<file path="src/rtl/ahb_arb_pkg.sv">
// Shared AHB encodings and burst-length decode for the output-stage arbiter.
package ahb_arb_pkg;

  localparam int NUM_PORTS = 3;

  typedef enum logic [1:0] {
    HTRANS_IDLE   = 2'd0,
    HTRANS_BUSY   = 2'd1,
    HTRANS_NONSEQ = 2'd2,
    HTRANS_SEQ    = 2'd3
  } htrans_e;

  typedef enum logic [2:0] {
    HBURST_SINGLE = 3'd0,
    HBURST_INCR   = 3'd1,
    HBURST_WRAP4  = 3'd2,
    HBURST_INCR4  = 3'd3,
    HBURST_WRAP8  = 3'd4,
    HBURST_INCR8  = 3'd5,
    HBURST_WRAP16 = 3'd6,
    HBURST_INCR16 = 3'd7
  } hburst_e;

  // Beats still owed after the NONSEQ beat; undefined-length INCR owes none.
  function automatic logic [3:0] burst_len(input logic [2:0] hburst);
    logic [3:0] len;
    case (hburst_e'(hburst))
      HBURST_WRAP4,  HBURST_INCR4:  len = 4'd3;
      HBURST_WRAP8,  HBURST_INCR8:  len = 4'd7;
      HBURST_WRAP16, HBURST_INCR16: len = 4'd15;
      default:                      len = 4'd0;
    endcase
    return len;
  endfunction

endpackage

</file>
<file path="src/rtl/ahb_arb_beat_cnt.sv">
// Tracks remaining beats of the owner's fixed-length burst and raises hold
// while the grant must not move (lock, BUSY, or beats still outstanding).
module ahb_arb_beat_cnt
  import ahb_arb_pkg::*;
(
  input  logic       HCLK,
  input  logic       HRESETn,
  input  logic       HREADYM,
  input  logic       HSELM,
  input  logic [1:0] HTRANSM,
  input  logic [2:0] HBURSTM,
  input  logic       HMASTLOCKM,
  output logic       hold_o
);

  logic [3:0] beat_cnt_q;
  logic [3:0] beat_cnt_d;

  always_comb begin
    beat_cnt_d = beat_cnt_q;
    if (HREADYM) begin
      if (!HSELM || (HTRANSM == HTRANS_IDLE)) begin
        beat_cnt_d = 4'd0;
      end else if (HTRANSM == HTRANS_NONSEQ) begin
        beat_cnt_d = burst_len(HBURSTM);
      end else if ((HTRANSM == HTRANS_SEQ) && (beat_cnt_q != 4'd0)) begin
        beat_cnt_d = beat_cnt_q - 4'd1;
      end
    end
  end

  // Judged on the count after the beat now being accepted, so the grant sticks
  // from the NONSEQ beat and is released on the edge that takes the last beat.
  assign hold_o = HMASTLOCKM
                | (HSELM && (HTRANSM == HTRANS_BUSY))
                | (beat_cnt_d != 4'd0);

  always_ff @(posedge HCLK or negedge HRESETn) begin
    if (!HRESETn) begin
      beat_cnt_q <= 4'd0;
    end else begin
      beat_cnt_q <= beat_cnt_d;
    end
  end

endmodule

</file>
<file path="src/rtl/ahb_out_stg_arb.sv">
// AHB output-stage arbiter: registered grant of one of three input stages.
// Define AHB_ARB_ROUND_ROBIN_EN for round-robin; default is fixed priority 0>1>2.
module ahb_out_stg_arb
  import ahb_arb_pkg::*;
(
  input  logic       HCLK,
  input  logic       HRESETn,
  input  logic       req_port0,
  input  logic       req_port1,
  input  logic       req_port2,
  input  logic       HREADYM,
  input  logic       HSELM,
  input  logic [1:0] HTRANSM,
  input  logic [2:0] HBURSTM,
  input  logic       HMASTLOCKM,
  output logic [2:0] addr_in_port,
  output logic       no_port
);

  logic [NUM_PORTS-1:0] req_vec;
  logic                 any_req;
  logic                 hold;
  logic                 arb_point;
  logic [1:0]           winner;
  logic [1:0]           port_q, port_d;
  logic                 no_port_q, no_port_d;

  assign req_vec   = {req_port2, req_port1, req_port0};
  assign any_req   = |req_vec;
  assign arb_point = HREADYM && !hold;

  ahb_arb_beat_cnt u_beat_cnt (
    .HCLK       (HCLK),
    .HRESETn    (HRESETn),
    .HREADYM    (HREADYM),
    .HSELM      (HSELM),
    .HTRANSM    (HTRANSM),
    .HBURSTM    (HBURSTM),
    .HMASTLOCKM (HMASTLOCKM),
    .hold_o     (hold)
  );

`ifdef AHB_ARB_ROUND_ROBIN_EN
  logic [1:0] last_q, last_d;
  logic [1:0] rr_cand;
  logic       rr_found;

  // Walk 0->1->2->0 starting just after the last granted port.
  always_comb begin
    winner   = 2'd0;
    rr_found = 1'b0;
    rr_cand  = last_q;
    for (int k = 0; k < NUM_PORTS; k++) begin
      rr_cand = (rr_cand == 2'(NUM_PORTS - 1)) ? 2'd0 : rr_cand + 2'd1;
      if (req_vec[rr_cand] && !rr_found) begin
        winner   = rr_cand;
        rr_found = 1'b1;
      end
    end
  end
`else
  always_comb begin
    if (req_vec[0]) begin
      winner = 2'd0;
    end else if (req_vec[1]) begin
      winner = 2'd1;
    end else begin
      winner = 2'd2;
    end
  end
`endif

  // With no request the port index is kept so the data-phase mux stays put.
  always_comb begin
    port_d    = port_q;
    no_port_d = no_port_q;
`ifdef AHB_ARB_ROUND_ROBIN_EN
    last_d    = last_q;
`endif
    if (arb_point) begin
      if (any_req) begin
        port_d    = winner;
        no_port_d = 1'b0;
`ifdef AHB_ARB_ROUND_ROBIN_EN
        last_d    = winner;
`endif
      end else begin
        no_port_d = 1'b1;
      end
    end
  end

  always_ff @(posedge HCLK or negedge HRESETn) begin
    if (!HRESETn) begin
      port_q    <= 2'd0;
      no_port_q <= 1'b1;
`ifdef AHB_ARB_ROUND_ROBIN_EN
      last_q    <= 2'd2;
`endif
    end else begin
      port_q    <= port_d;
      no_port_q <= no_port_d;
`ifdef AHB_ARB_ROUND_ROBIN_EN
      last_q    <= last_d;
`endif
    end
  end

  assign addr_in_port = {1'b0, port_q};
  assign no_port      = no_port_q;

endmodule

</file>
<file path="config.mk">
export PLATFORM = sky130hd
export DESIGN_NAME = ahb_out_stg_arb
export DESIGN_NICKNAME = d
export VERILOG_FILES = /design/src/rtl/ahb_arb_pkg.sv /design/src/rtl/ahb_arb_beat_cnt.sv /design/src/rtl/ahb_out_stg_arb.sv
export SDC_FILE = /design/constraint.sdc
export NUM_CORES = 1
export LEC_CHECK = 0
export CAP_MARGIN = 15
export CORE_AREA = 8 8 45 47
export DETAILED_ROUTE_END_ITERATION = 10
export DIE_AREA = 0 0 53 55
export HOLD_SLACK_MARGIN = 0.15
export PLACE_DENSITY = 0.75
export REMOVE_ABC_BUFFERS = 1
export SLEW_MARGIN = 15
export SYNTH_ARGS = -nofsm -noshare
export SYNTH_HDL_FRONTEND = slang
export SYNTH_SLANG_ARGS = --single-unit
</file>
<file path="constraint.sdc">
create_clock -name HCLK -period 2.5 [get_ports HCLK]
set_input_delay 0.375 -clock HCLK [delete_from_list [all_inputs] [get_ports HCLK]]
set_output_delay 0.375 -clock HCLK [all_outputs]
set_load 0.01 [all_outputs]
</file>
Yosys cells after proc, flatten, opt, wreduce, memory -nomap -nowiden
Index checks and enable logic that the tools add are counted.
- input port bits: 13
- logic and storage cells: 37
- output and inout bits: 4
- register bits after elaboration: 7
- bitwise operators: 2
- mux-type cells: 8
- reduce and logical (&&, ||, !) cells: 14
- add/subtract/negate cells: 1
- equality and inequality tests: 9
- operator list (operator ; number):
    4-bit 2-to-1 mux ; 4
    3-bit == test, second input constant ; 4
    4-bit case mux with 3 select lines ; 1
    4-bit nonzero test ; 2
    3-bit by 2-bit == test with 1-bit output, second input constant ; 2
    2-bit OR reduction ; 3
    2-bit == test, second input constant ; 2
    2-bit 2-to-1 mux ; 2
    4-bit by 1-bit subtractor with 4-bit output, second input constant ; 1
    1-bit logical AND ; 3
    3-bit OR reduction ; 1
    2-bit by 1-bit == test with 1-bit output, second input constant ; 1
    1-bit logical NOT ; 2
    2-bit logical NOT ; 1
    1-bit bitwise OR ; 2
    2-bit AND reduction ; 1
    1-bit logical OR ; 1
    1-bit 2-to-1 mux ; 1

Depth between registers and ports, before layout
- depth after elaboration: 11
- gate-level depth with buffers: 8
- depth with buffers taken out: 8

By module
From an unflattened synthesis, not the netlist that was laid out.
- cells, all modules: 59
- area, all modules: 508.0 um2
- modules (own cells, without submodules) (module ; cells an instance ; area each (um2) ; times used ; seq. area each (um2)):
    ahb_arb_beat_cnt ; 45 ; 340.3 ; 1 ; 100.1
    ahb_out_stg_arb ; 14 ; 167.7 ; 1 ; 76.3

Worst setup path after synthesis
OpenSTA, ideal clock, no wires.
- path type: register to register
- from: register u_beat_cnt.beat_cnt_q[1]
- to: register no_port_q, in the netlist no_port
- arrival: 1970 ps
- data required time: 2418 ps
- path slack: 447 ps
- path buffers: 0
- clock period less this slack: 2053 ps
- cell stages (with the launch flop): 8
- setup time: 82 ps
- path through: dfrtp_1 inv_1 ha_1 nor3b_4 nor2_1 or4b_1 and4bb_4 mux2_4
- longest elaborated chain between the ends: 10
- elaborated cells between the ends (all ways): 11
- classes of those cells: add/sub: 1; mux: 4; bitwise: 1; reduce/logical: 5
- RTL lines (what ; line ; RTL):
    start, declared ; ahb_arb_beat_cnt.sv:16 ; logic [3:0] beat_cnt_q;
    start signal, assigned ; ahb_arb_beat_cnt.sv:42 ; beat_cnt_q <= beat_cnt_d;
    branches (longest 5 deep; another with 4-bit by 1-bit subtractor with 4-bit output) ; -- ;
    4-bit 2-to-1 mux * ; ahb_arb_beat_cnt.sv:21 ; if (HREADYM) begin
    4-bit nonzero test * ; ahb_arb_beat_cnt.sv:36 ; | (beat_cnt_d != 4'd0);
    1-bit bitwise OR * ; ahb_arb_beat_cnt.sv:36 ;
    1-bit logical NOT * ; ahb_out_stg_arb.sv:30 ; assign arb_point = HREADYM && !hold;
    1-bit logical AND * ; ahb_out_stg_arb.sv:30 ;
    end signal, assigned ; ahb_out_stg_arb.sv:102 ; no_port_q <= no_port_d;
    end, declared ; ahb_out_stg_arb.sv:26 ; logic no_port_q, no_port_d;
Mark *: on every way between the ends.
A chain may end at the register's enable or synchronous reset.

Worst setup path after layout
Same ends and word-level chain as after synthesis.

==> results.toml <==
[status]
status = "finished clean"

[setup_path]
required_ns = 2.67
worstPathMaxFanout = 5
timing.critical_path.max_delay_family = "simple AND/OR/NAND/NOR gates"
type_of_the_worst_setup_path = "register to register"
critPathCaptureType = "register"
worst_stage_delay_on_the_critical_path_ns = 0.56
standard_cell_with_the_maximum_stage_delay_on_the_critical_path = "sky130_fd_sc_hd__or4b_1"
path_cells = "inv_1 > ha_1 > nor3b_4 > nor2_1 > or4b_1 > and4bb_4 > mux2_4"
critical_path_buf_inv_count = 1
cp.arrival_ns = 2.44
type_of_element_launching_the_critical_path = "register"

[route]
vias_per_cell = 5.69
initialDrtViolationCount = 10
vias = 518
drc_errors = 0
drtAntennaViolNets = 0
drt-pass1-iter-count = 4
routed_wire_length_per_instance_um = 14.0
drt_wl_total_um = 1270

[clock_network]
number_of_h_tree_levels = 1
clockBufferDepth = 2
worstSkewPairLatency_ns = 0.24
post_cts_resized = 0
cts.root.buffer_cell = "sky130_fd_sc_hd__clkbuf_4"
clock_sink_count = 7
cts_hold_buf = 0
post-cts-setup-buffers = 0
tritoncts = "yes"
clk_transition_reported_paths_ns = 0.05
cts-buffers-inserted = 3

[pwr]
power.share.switching_pct = 29.1
net_switching_power_uw = 114
power-per-cell-area_mw_per_mm2 = 550
power_report.internal_total_uw = 278
clock_power_share_pct = 25.1
power.share.sequential_pct = 38.4
combinationalPowerShare_pct = 36.6
p_total_uw = 392
power.leakage_uw = 0.000308
vdd_drop_max_uv = 307

[global_route]
gr-total-overflow = 0
grt_start_max_net_pins = 9
grt_first_pass_wirelength_um = 2210
number_of_antenna_violations_at_the_first_check_in_global_routing = 0
gr-usage-all-layers_pct = 10.2
via_count_of_the_first_global_routing_pass = 504

[place]
gp_routability_congestion = 0.783
numPortBuffers = 14
placedCellCount = 87
placed_area_um2 = 686
place_ws_ns = 0.0527
dpl.hpwl_um = 1050

[floorplanning]
starting_density_of_the_core_pct = 37.9
i_o_pin_cnt = 17
num_rows = 14
die_height_um = 55
core_area_mm2 = 0.00138
fp.dieW_um = 53
fp.dieArea_mm2 = 0.00292

[yosys]
synth.ff_latch_count = 7
synth_seq_area_share_pct = 33.7
netlist-cell-type-count = 36
synth-edff-count = 0
syn-instance-count = 58
flip_flop_cell_with_the_highest_count_after_synthesis = "sky130_fd_sc_hd__dfrtp_1"
netlist.area_leader.share_pct = 28.6
ys.warnings.count = 0
yosys-top-cells-area = "sky130_fd_sc_hd__dfrtp_1, sky130_fd_sc_hd__dfstp_2, sky130_fd_sc_hd__nand3_1"
library_cell_with_the_largest_summed_area_after_synthesis = "sky130_fd_sc_hd__dfrtp_1"
yosys-top-cells-count = "sky130_fd_sc_hd__dfrtp_1, sky130_fd_sc_hd__nor2_1, sky130_fd_sc_hd__inv_1, sky130_fd_sc_hd__nand3_1"
synthMostInstantiatedCell = "sky130_fd_sc_hd__dfrtp_1"
syn-cell-area_um2 = 524
synth_area_per_cell_um2 = 9.04
synth_async_sr_flop_share_pct = 100

[finish]
post_route_cells_drive_above_1_share_pct = 16.0
ant_cells = 0
final_area_um2 = 712
area_growth_pct = 35.8
nNetsFinal = 90
count_of_placed_standard_cells_in_the_final_layout_fillers_left_out = 91

[worst_hold_path]
worst_hold_path_type = "primary input to asynchronous set/reset pin"

[flow_run]
cap_violations = 0

[timing]
hold_viol = 0
finClkSkew_ns = 0.00333
timing.final.setup_violations = 0
final.setup.tns_ns = 0
slew_violations = 0
timing.final.crit_share_pct = 91.0
setup_repair_after_global_routing_missed_its_margin = "false"
setup_slack_of_the_critical_path_after_layout_ns = 0.224
peak_clock_frequency_supported_by_timing_mhz = 439
period_minus_slack_ns = 2.28
-- power by group through the flow --
stage | clock network (uW) | registers [uW] | logic, uW
after floorplan | 0 | 155 | 69.0
after global placement | 0 | 150 | 140
after detailed placement | 0 | 151 | 142
after CTS | 103 | 150 | 144
after global routing | 110 | 153 | 158
final | 98.2 | 150 | 143
-- sequential cells by signal (all words and copies together) (netlist names) --
| signal | flops |
|---|---|
| port_q | 2 |
| u_beat_cnt.beat_cnt_q | 4 |
| no_port | 1 |
-- per-stage QoR --
step	hold slack, ns	util, %
detailed placement	0.519	49.5
CTS	0.383	51.4
global route	0.399	51.4
global placement	0.514	49.5
floorplan	0.0794	-
finish	0.379	51.4
-- layout by cell type, fill, tap and decap left out, types with 2 or more instances in the layout --
cell                               n
sky130_fd_sc_hd__a21oi_1           3
sky130_fd_sc_hd__inv_1             4
sky130_fd_sc_hd__o21ai_0           2
sky130_fd_sc_hd__nand2_1           3
sky130_fd_sc_hd__buf_4             3
sky130_fd_sc_hd__clkbuf_4          3
sky130_fd_sc_hd__dfrtp_1           6
sky130_fd_sc_hd__nand3_1           4
sky130_fd_sc_hd__clkdlybuf4s50_1  14
sky130_fd_sc_hd__nor2_1            5
sky130_fd_sc_hd__a2bb2oi_1         2
-- worst reg2reg max path, stage by stage, from the launching register on --
cell	delay (ns)
sky130_fd_sc_hd__dfrtp_1	0.40
sky130_fd_sc_hd__inv_1	0.10
sky130_fd_sc_hd__ha_1	0.23
sky130_fd_sc_hd__nor3b_4	0.28
sky130_fd_sc_hd__nor2_1	0.07
sky130_fd_sc_hd__or4b_1	0.56
sky130_fd_sc_hd__and4bb_4	0.26
sky130_fd_sc_hd__mux2_4	0.29
-- kinds of logic after synthesis --
| logic type | after synthesis | share of synthesized area (%) |
|---|---|---|
| AO/OA/AOI/OAI | 17 | 22.7 |
| buffers and inverters | 8 | 6.92 |
| adder cells (fa/ha/maj) | 1 | 2.39 |
| other | 1 | 0.715 |
| multiplexers | 2 | 4.77 |
| AND/OR/NAND/NOR | 22 | 28.9 |
| flip-flops | 7 | 33.7 |
-- per-layer routing --
layer  global-route usage (%)  vias to the layer above  wire, um
met5                        0                        -         0
met4                     6.47                        0        21
met3                     4.01                        6       100
met2                     15.6                       29       581
met1                     11.7                      236       567
li1                         -                      247         -
-- path summary, 6_finish.rpt --
path	from	to	slack (ns)	cells after the start
min in group HCLK	port_q[1]	port_q[1]	0.53	2
min	HRESETn	u_beat_cnt.beat_cnt_q[0]	0.38	1
max	u_beat_cnt.beat_cnt_q[1]	no_port	0.22	7
max reg2reg	u_beat_cnt.beat_cnt_q[1]	no_port	0.22	7
max in group asynchronous	HRESETn	no_port	1.84	1
min reg2reg	port_q[1]	port_q[1]	0.53	2
-- cell type report --
| type | count | area, um2 |
|---|---|---|
| fillers | 144 | 672 |
| flip-flops and latches | 7 | 176 |
| clock buffers | 4 | 26.3 |
| multi-input cells | 43 | 312 |
| repair buffers | 17 | 163 |
| well taps | 16 | 20.0 |
| inverters | 4 | 15.0 |
(Power assumes the default switching activity.)
==> RTL edit: new RTL, same flow settings <==
Add a define of `AHB_ARB_ROUND_ROBIN_EN`.
--- a/src/rtl/ahb_out_stg_arb.sv
+++ b/src/rtl/ahb_out_stg_arb.sv
@@ -1,4 +1,6 @@
 // AHB output-stage arbiter: registered grant of one of three input stages.
 // Define AHB_ARB_ROUND_ROBIN_EN for round-robin; default is fixed priority 0>1>2.
+`define AHB_ARB_ROUND_ROBIN_EN
+
 module ahb_out_stg_arb
   import ahb_arb_pkg::*;
Formal check against the unedited RTL: not equivalent (a bounded check fails within 4 cycles, from zero or initial values and one cycle with HRESETn low).
==> RTL edit against the unedited design <==
Total power up 13%. Worst hold slack better by 0.020 ns. Largest cell class unchanged. Via count up 24%. Non-clock buffer count unchanged. First-iteration DRC count down 40%. Area after synthesis up 32%. Setup slack worse by 0.013 ns. Die area unchanged. Combinational power up 18%. Wire length up 20%. Sequential power up 21%. Sequential cell count up 1. Fmax down 0.57%. Cell area up 21%.
==> RTL edit: results (changes against the unedited design) <==
- Outcome: completed (unchanged)
- Worst ir drop on vdd: 0.331 mV (was 0.307 mV)
- # port buffers: 14 (unchanged)
- Crit Reg-Reg Startpoint: u_beat_cnt.beat_cnt_q[0] (was u_beat_cnt.beat_cnt_q[1])
- Syn Inst Count: 81 (was 58)
- Synth top area cells: dfrtp_1 22%, dfstp_2 7.6%, o21ai_0 5.1% (was dfrtp_1 29%, dfstp_2 5.0%, nand3_1 3.8%)
- Clock Tree Root: clkbuf_4 (unchanged)
- Placed Area: 840 µm² (was 686 µm²)
- Switching pwr: 0.134 mW (was 0.114 mW)
- DRC Markers: 0 (unchanged)
- Wire length on met3: 73 µm (was 100 µm)
- Switching Fraction: 30.4% (was 29.1%)
- Yosys cell types: 36 (unchanged)
- Deepest level of the CTS H-tree: 1 (unchanged)
- Post-DR vias/cell: 5.71 (was 5.69)
- CTS resizes: 0 (unchanged)
- Worst path max stage delay: 0.47 ns (was 0.56 ns)
- Cell with the largest stage delay on the worst path: or3b_1 (was or4b_1)
- R2R Setup Slk: roughly 0.21 ns
- Setup Skew: 0.00137 ns (was 0.00333 ns)
- Layout cells sized above 1: 18.8% (was 16.0%)
- Met2 Wirelength: 747 µm (was 581 µm)
- Clk buf depth: 2 (unchanged)
- # Post-CTS Setup Buffers: 0 (unchanged)
- # fillers: 138 (was 144)
- Total GRT Usage: 12.4% (was 10.2%)
- Wire per inst: 13.6 µm (was 14.0 µm)
- Delay-heaviest family, CP: simple AND/OR/NAND/NOR gates (unchanged)
- Synth top cells by count: 7 x inv_1, 7 x nor2_1, 7 x o21ai_0 (was 6 x dfrtp_1, 5 x nor2_1, 4 x inv_1, 4 x nand3_1)
- Peak fanout along the critical path: 7 (was 5)
- Num CTS Buffers: 3 (unchanged)
- Clk pwr: 0.0904 mW (was 0.0982 mW)
- Area of the multi-input gates: 428 µm² (was 312 µm²)
- Vias: 640 (was 518)
- Reg2Reg Depth: 7 (unchanged)
- Worst-path clk slew: 0.05 ns (about the same)
- Sequential group power: 0.181 mW (was 0.150 mW)
- Worst Hold Margin: 0.399 ns (was 0.379 ns)
- Minimum clock period: 2.29 ns (was 2.28 ns)
- Static leakage: 0.344 nW (was 0.308 nW)
- Starting DRT DRC Count: 6 (was 10)
- HPWL after DPL: 1250 µm (was 1050 µm)
- Post-synthesis sequential area ratio: 29.2% (was 33.7%)
- N_diodes: 0 (unchanged)
- Worst-Skew Late Latency: 0.24 ns (about the same)
- Global-route wire length before repair: 2790 µm (was 2210 µm)
- Rel. slew slack: 65.5%
- WL met1: 686 µm (was 567 µm)
- Placed cell count: 109 (was 87)
- GP Congestion: 0.818 (was 0.783)
- Vias in the first global route: 645 (was 504)
- Critical Path Sink: no_port (unchanged)
- Dpl ws: 0.150 ns (was 0.0527 ns)
- CP Data Arrival Time: 2.46 ns (was 2.44 ns)
- Router iterations before antenna repair: 2 (was 4)
- Most used DFF post-synth: dfrtp_1 (unchanged)
==> RTL edit: cell count changes after synthesis, sizes merged, moves of 3 or more <==
cell   delta
inv       +3
nand2     +3
nand3     -3
nand4     +4
nor3      +3
o21ai     +5
==> RTL edit: logic make-up (layout without fill, tap and decap cells) <==
family,Yosys count,count (layout),synth area share [%]
adders and majority gates,1,1,1.80
buffers and inverters,12,27,9.03
muxes,4,4,6.50
DFF,8,8,29.2
other,1,1,0.541
AOI/OAI and AO/OA,24,24,25.8
and+or+nand+nor,31,31,27.1
==> RTL edit: routing by layer <==
layer  vias to the layer above  GRT usage [%]
met4                         0           4.74
met5                         -              0
met1                       295           13.9
met3                         2           4.55
met2                        12           20.9
li1                        331              -
==> RTL edit: area by class of cell <==
cell class | count | share of cell area [%]
clock buffers | 3 | 2.61
inverters | 7 | 3.05
multi-input cells | 61 | 49.6
flip-flops and latches | 8 | 23.5
well taps | 16 | 2.32
repair buffers | 17 | 18.9
